**src/rtl/wb_write_arbiter.sv**
```systemverilog
// Register-file write-port arbiter: integer writeback always wins, long-latency
// results queue in a small FIFO with valid/ready back-pressure. Integer issues
// squash older queued writes to the same register.
// Optional macro WB_LU_BYPASS_EN: an lu result skips the FIFO when nothing
// live is queued and no integer write is requested.
module wb_write_arbiter #(
    parameter int DEPTH = 4,
    parameter int CW    = 3
) (
    input  logic          clk,
    input  logic          clrn,
    input  logic          int_we,
    input  logic [4:0]    int_wn,
    input  logic [31:0]   int_d,
    input  logic          lu_valid,
    input  logic [4:0]    lu_wn,
    input  logic [31:0]   lu_d,
    output logic          lu_ready,
    output logic          we,
    output logic [4:0]    wn,
    output logic [31:0]   d,
    output logic [31:0]   pend,
    output logic [CW-1:0] fifo_count
);

    localparam int AW = $clog2(DEPTH);
    localparam logic [CW-1:0] FULL = CW'(DEPTH);

    logic [4:0]       ent_wn [DEPTH];
    logic [31:0]      ent_d  [DEPTH];
    logic [DEPTH-1:0] ent_v;
    logic [AW-1:0]    rp;
    logic [AW-1:0]    wp;

    logic int_req;
    logic push;
    logic store;
    logic pop;
    logic head_live;
    logic any_live;
    logic byp;

    // Request decode, handshake and pop/bypass selection
    always_comb begin
        int_req   = int_we && (int_wn != 5'd0);
        lu_ready  = (fifo_count < FULL);
        push      = lu_valid && lu_ready;
        head_live = ent_v[rp];
        any_live  = |ent_v;
        // A dead head is dropped regardless of the integer path; a live one
        // leaves only when it is the selected source.
        pop       = (fifo_count != '0) && (!ent_v[rp] || !int_req);
`ifdef WB_LU_BYPASS_EN
        byp       = push && (lu_wn != 5'd0) && !int_req && !any_live;
`else
        byp       = 1'b0;
`endif
        store     = push && (lu_wn != 5'd0) && !byp;
    end

    // Pending-destination bitmap from live queue entries
    always_comb begin
        pend = '0;
        for (int unsigned i = 0; i < DEPTH; i++) begin
            if (ent_v[AW'(i)]) pend[ent_wn[AW'(i)]] = 1'b1;
        end
        pend[0] = 1'b0;
    end

    // Output registers, FIFO storage, squash and pointer/count update
    always_ff @(posedge clk or negedge clrn) begin
        if (!clrn) begin
            we         <= 1'b0;
            wn         <= '0;
            d          <= '0;
            rp         <= '0;
            wp         <= '0;
            ent_v      <= '0;
            fifo_count <= '0;
            for (int unsigned i = 0; i < DEPTH; i++) begin
                ent_wn[AW'(i)] <= '0;
                ent_d[AW'(i)]  <= '0;
            end
        end else begin
            if (int_req) begin
                we <= 1'b1;
                wn <= int_wn;
                d  <= int_d;
            end else if (head_live) begin
                we <= 1'b1;
                wn <= ent_wn[rp];
                d  <= ent_d[rp];
            end else if (byp) begin
                we <= 1'b1;
                wn <= lu_wn;
                d  <= lu_d;
            end else begin
                we <= 1'b0;
            end

            // Squash first, then pop, then push: the entry written this
            // cycle lands after the squash and so is never killed by it.
            for (int unsigned i = 0; i < DEPTH; i++) begin
                if (int_req && ent_v[AW'(i)] && (ent_wn[AW'(i)] == int_wn))
                    ent_v[AW'(i)] <= 1'b0;
            end
            if (pop) begin
                ent_v[rp] <= 1'b0;
                rp        <= rp + AW'(1);
            end
            if (store) begin
                ent_v[wp]  <= 1'b1;
                ent_wn[wp] <= lu_wn;
                ent_d[wp]  <= lu_d;
                wp         <= wp + AW'(1);
            end
            fifo_count <= fifo_count + CW'(store) - CW'(pop);
        end
    end

endmodule

```
**config.mk**
```make
export PLATFORM = sky130hd
export DESIGN_NAME = wb_write_arbiter
export DESIGN_NICKNAME = d
export VERILOG_FILES = /design/src/rtl/wb_write_arbiter.sv
export SDC_FILE = /design/constraint.sdc
export NUM_CORES = 1
export LEC_CHECK = 0
export BUFFER_PORTS_ARGS = -buffer_cell sky130_fd_sc_hd__clkbuf_2
export CORE_ASPECT_RATIO = 0.5
export CORE_MARGIN = 2
export CORE_UTILIZATION = 40
export DETAILED_ROUTE_END_ITERATION = 6
export PLACE_DENSITY = 0.7
export SKIP_CTS_REPAIR_TIMING = 1
export SLEW_MARGIN = 20
export SYNTH_ARGS = -nofsm -noshare
export SYNTH_HDL_FRONTEND = slang
export SYNTH_SLANG_ARGS = --single-unit
```
**constraint.sdc**
```tcl
create_clock -name clk -period 2.2 [get_ports clk]
set_clock_uncertainty 0.05 [all_clocks]
set_input_delay 0.33 -clock clk [delete_from_list [all_inputs] [get_ports clk]]
set_output_delay 0.33 -clock clk [all_outputs]
set_load 0.005 [all_outputs]
```
Word level (Yosys, flattened, before mapping)
Index checks and enable logic that the tools add are counted. Widths: inputs -> output; s select.

Register bits after elaboration: 197. Input port bits: 78. Output and inout bits: 74. Logic and storage cells: 115.

Add/subtract/negate cells: 4. Order comparisons: 16. Equal/unequal tests: 4. Muxes and demuxes: 42. Bitwise gates (word level): 8. Reductions and logical operators: 26.

Operator list (number): $mux 32 (9); $bwmux 128 (1); $or 32x32->32 (3); $bmux 32 s2 (1); $demux 32 s2 (1); $mux 5 (5); $lt 5x6->1 const B (4); $bwmux 20 (1); $demux 1 s5 (4); $eq 5x5->1 (4); $ge 5x1->1 const B (4); $logic_and 1x1->1 (19); $mux 1 (13); $bmux 5 s2 (1); $demux 5 s2 (1); $reduce_bool 5->1 (2); $mux 4 (2); $ge 3x3->1 const B (2); $lt 2x3->1 const B (2); $not 2->3 (2); $add 2x1->2 const B (2); $and 4x4->4 (1); $demux 1 s2 (2); $ge 2x1->1 const B (2); other kinds (11) (12).

Depth between registers and ports, before layout
Depth in word-level cells: 11. Mapped depth: 10. Mapped depth without buffers: 9.

Least setup slack after synthesis
Ideal clock, no wire load.

Path type: input -> register. From: input int_wn[3]. To: register fifo_count[2]. Arrival time: 2.368 ns. Required time: 2.024 ns. Slack: -0.344 ns. Cell stages on the path: 10. Path through: buf_2 or4_4 o21ai_2 o21ai_1 xnor2_1 ha_1 inv_1 fa_1 xnor2_1 xnor2_1.

Word-level cells in the longest chain between the ends: 6.

Ends and longest elaborated chain: start, declared (line 13) `input logic [4:0] int_wn,`; $reduce_bool 5->1 (line 45) `int_req = int_we && (int_wn != 5'd0);`; $logic_and 1x1->1 (line 45); $logic_not 1->1 (line 52) `pop = (fifo_count != '0) && (!ent_v[rp] || !int_req);`; $logic_or 1x1->1 (line 52); $logic_and 1x1->1 (line 52); $sub 3x1->3 (line 117) `fifo_count <= fifo_count + CW'(store) - CW'(pop);`; end signal, assigned (line 117); end, declared (line 23) `output logic [CW-1:0] fifo_count`.

Every way passes these cells. A chain may end at the register's enable or synchronous reset.

Worst setup path after layout
From: register rp[1]. To: register fifo_count[2].

Word-level cells in the longest chain between the ends: 6.

Ends and longest elaborated chain: start, declared (line 32) `logic [AW-1:0] rp;`; start signal, assigned (line 109) `rp <= rp + AW'(1);`; $bmux 1 s2 (line 52); $mux 1 (implied by the code) (line 52); $logic_not 1->1 (line 52); $logic_or 1x1->1 (line 52); $logic_and 1x1->1 (line 52); $sub 3x1->3 (line 117).

Every way passes these cells. The select of a mux whose other input is x is not followed.

==> flow_summary.toml <==
[placement]
gp_congestion = 0.846
portBuffers = 150
placed_cells = 1261
hpwl_mm = 18.2

[critical_path]
r2r-start = "rp[1]"
crit_fanout = 2
crit_end = "fifo_count[2]"
start_kind = "flip-flop"
crit_chain = "mux4_2 > inv_2 > o21ai_4 > xnor2_2 > ha_2 > inv_2 > fa_2 > xnor2_2 > xnor2_1"
cp-end-kind = "flip-flop"
arrival_ps = 2590
reg2reg_depth = 9
crit_buf_inv = 2
worstSetupPathType = "flip-flop to flip-flop"
reg2reg_slack_ps = -100
r2r_end = "fifo_count[2]"
critical_path.max_stage_delay_ps = 530
setup.worst_path.start = "rp[1]"
cp.required_ps = 2490
cp_slowest_cell = "mux4_2"
critical-path-top-delay-family = "adder cells"
crit_cells = 9

[synthesis]
ys_ff_latch = 197
synth_enable_flop_cells = 0
syn_inst = 775
yosysTopAreaCell = "dfrtp_1"
async_flop_share_pct = 100
ys_types = 42
yosysMostFrequentCell = "dfrtp_1"
yosysWarnings = 0
synth_seq_area_share_pct = 46.7
syn_nets = 863
synth_common_cells = "197 x dfrtp_1, 76 x mux2_4, 75 x mux2_2"
synth.area.top_cells = "dfrtp_1 47%, mux2_4 11%, mux4_2 8.1%, mux2_2 8.0%, mux2i_1 3.3%"
syn_area_per_cell_um2 = 13.6
synth_top_area_share_pct = 46.7
synth-main-ff-cell = "dfrtp_1"
synth_area_um2 = 10600

[power]
power.density_nw_per_um2 = 1480
peakVddDrop_mv = 0.900
p_leak_nw = 6.02

[timing]
setup_slack_ps = -95.2
max_slew_margin_pct = 46.6
rsz0062_at_grt = "true"
worstMarginPinSlew_ps = 800
fmax_ghz = 0.436
min_period_over_period_pct = 104
hold_violations = 0
period_needed_ps = 2300
slew_viol_final = 0
setup_viol = 5

[outcome]
status = "finished, violations left"
violations = "setup timing"

[flow_run]
drv_cap = 0

[detailed_routing]
ant_nets = 0
first_pass_iters = 7
route.detailed.wl_per_inst_um = 20.8
drc = 0
drt-total-wl_mm = 27.8
vias = 7397
vias_per_cell = 5.54
drt_iter0_markers = 673

[die]
core_area_um2 = 25500
fp.dieArea_um2 = 27800
num_io_pins = 152
die_w_um = 234
die_h_um = 119
placementRows = 41
initial_core_util_pct = 41.3

[clock_tree]
clk_pin_slew_worst_paths_ps = 80
cts_root_buffer = "clkbuf_16"
clkSinkCount = 197
cts_tree = "built"
clk_latency_ps = 430
cts_buffers = 17
clockBufferDepth = 2
htree_levels = 4

[global_routing]
first_global_vias = 7573
antenna_found_initial = 0
grt_use_total_pct = 19.7
grt_max_degree = 78
grt_overflow = 0
grt_pass1_wl_mm = 42.3

[cells_and_area]
final_core_util_pct = 51.4
area_delta_synth_final_pct = 24.5
diodes = 0
fin_nets = 1067
drive_gt1_share_pct = 57.4
fin_cells = 1335

[hold_path]
hold_path.class = "primary input to flip-flop"
## area by class of cell
class                   instances  area [µm²]
flip-flops and latches        197        4960
inverters                       8        30.0
clock inverters                12         119
well taps                     344         430
clock buffers                  19         453
fillers                      2157       12400
multi-input cells             501        5420
repair buffers                254        1730
## metal layers
layer	global-route usage, %	wire length [µm]	up-vias
met4	6.05	553	0
met2	32.7	13900	218
met3	4.09	1250	48
met5	0	0	-
met1	26.1	12200	3836
li1	-	-	3295
## worst min-delay path, cell delays in order
cell and delay, ps:
clkbuf_2 80, nor2_1 90, a21oi_1 40
## cell usage in the layout, fill, tap and decap left out, types with 8 or more instances in the layout
master	instances
xor2_1	8
a22oi_2	14
dfrtp_2	22
o221ai_1	9
a221o_1	13
buf_12	13
or3b_4	8
dfrtp_1	175
mux4_2	38
buf_6	8
o22ai_1	8
ha_1	8
o221ai_2	9
mux2_4	76
mux2i_1	35
mux2_2	75
clkbuf_16	17
xnor2_1	15
a21oi_1	35
nor2_1	48
buf_4	81
clkbuf_2	144
nand2_1	14
nand3b_1	10
## report_power, final
group | switching, mW | leakage, nW | total (mW) | internal [mW]
Combinational | 4.06 | 3.42 | 9.58 | 5.52
Sequential | 1.40 | 2.32 | 6.85 | 5.45
Clock | 1.41 | 0.279 | 3.05 | 1.64
Total | 6.87 | 6.02 | 19.5 | 12.6
## stage by stage
step | instance area (µm²) | hold WS [ps] | setup slack, ps | power (mW) | setup TNS [ps]
after floorplan | 10600 | -15.6 | -251 | 12.6 | -364
after global placement | 11800 | 287 | -269 | 14.9 | -11940
after detailed placement | 11800 | 300 | -306 | 15.2 | -10730
after CTS | 12400 | -160 | -232 | 18.3 | -2750
after global routing | 13100 | 81.2 | -135 | 20.6 | -899
final | 13100 | 91.2 | -95.2 | 19.5 | -202
## worst min path at each step
stage | startpoint | endpoint | slack [ps] | depth (start not counted)
2_1_floorplan | clrn | d[0] | -20 | 0
3_3_place_gp | clrn | d[6] | 290 | 1
3_5_place_dp | clrn | d[6] | 300 | 1
4_1_cts | clrn | d[6] | -160 | 1
5_1_grt | int_d[30] | d[30] | 80 | 3
6_report | int_d[27] | d[27] | 90 | 3
## registers in the layout (all words and copies together), names as in the netlist, 2 cells and up
name and flops:
fifo_count 3, ent_d 128, wn 5, ent_wn 20
d 32, wp 2, rp 2, ent_v 4
## cells by family (layout without fill, tap and decap cells)
| kind of cell | after synthesis | after routing | share of synthesized area [%] |
|---|---|---|---|
| muxes | 224 | 224 | 30.2 |
| and+or+nand+nor | 129 | 129 | 6.90 |
| adders and majority gates | 10 | 10 | 1.26 |
| buffers and inverters | 77 | 293 | 5.31 |
| other | 1 | 1 | 0.0355 |
| DFF | 197 | 197 | 46.7 |
| xor gates and xnor gates | 25 | 25 | 2.07 |
| AOI/OAI and AO/OA | 112 | 112 | 7.49 |
Power figures use the tool's default switching activity.
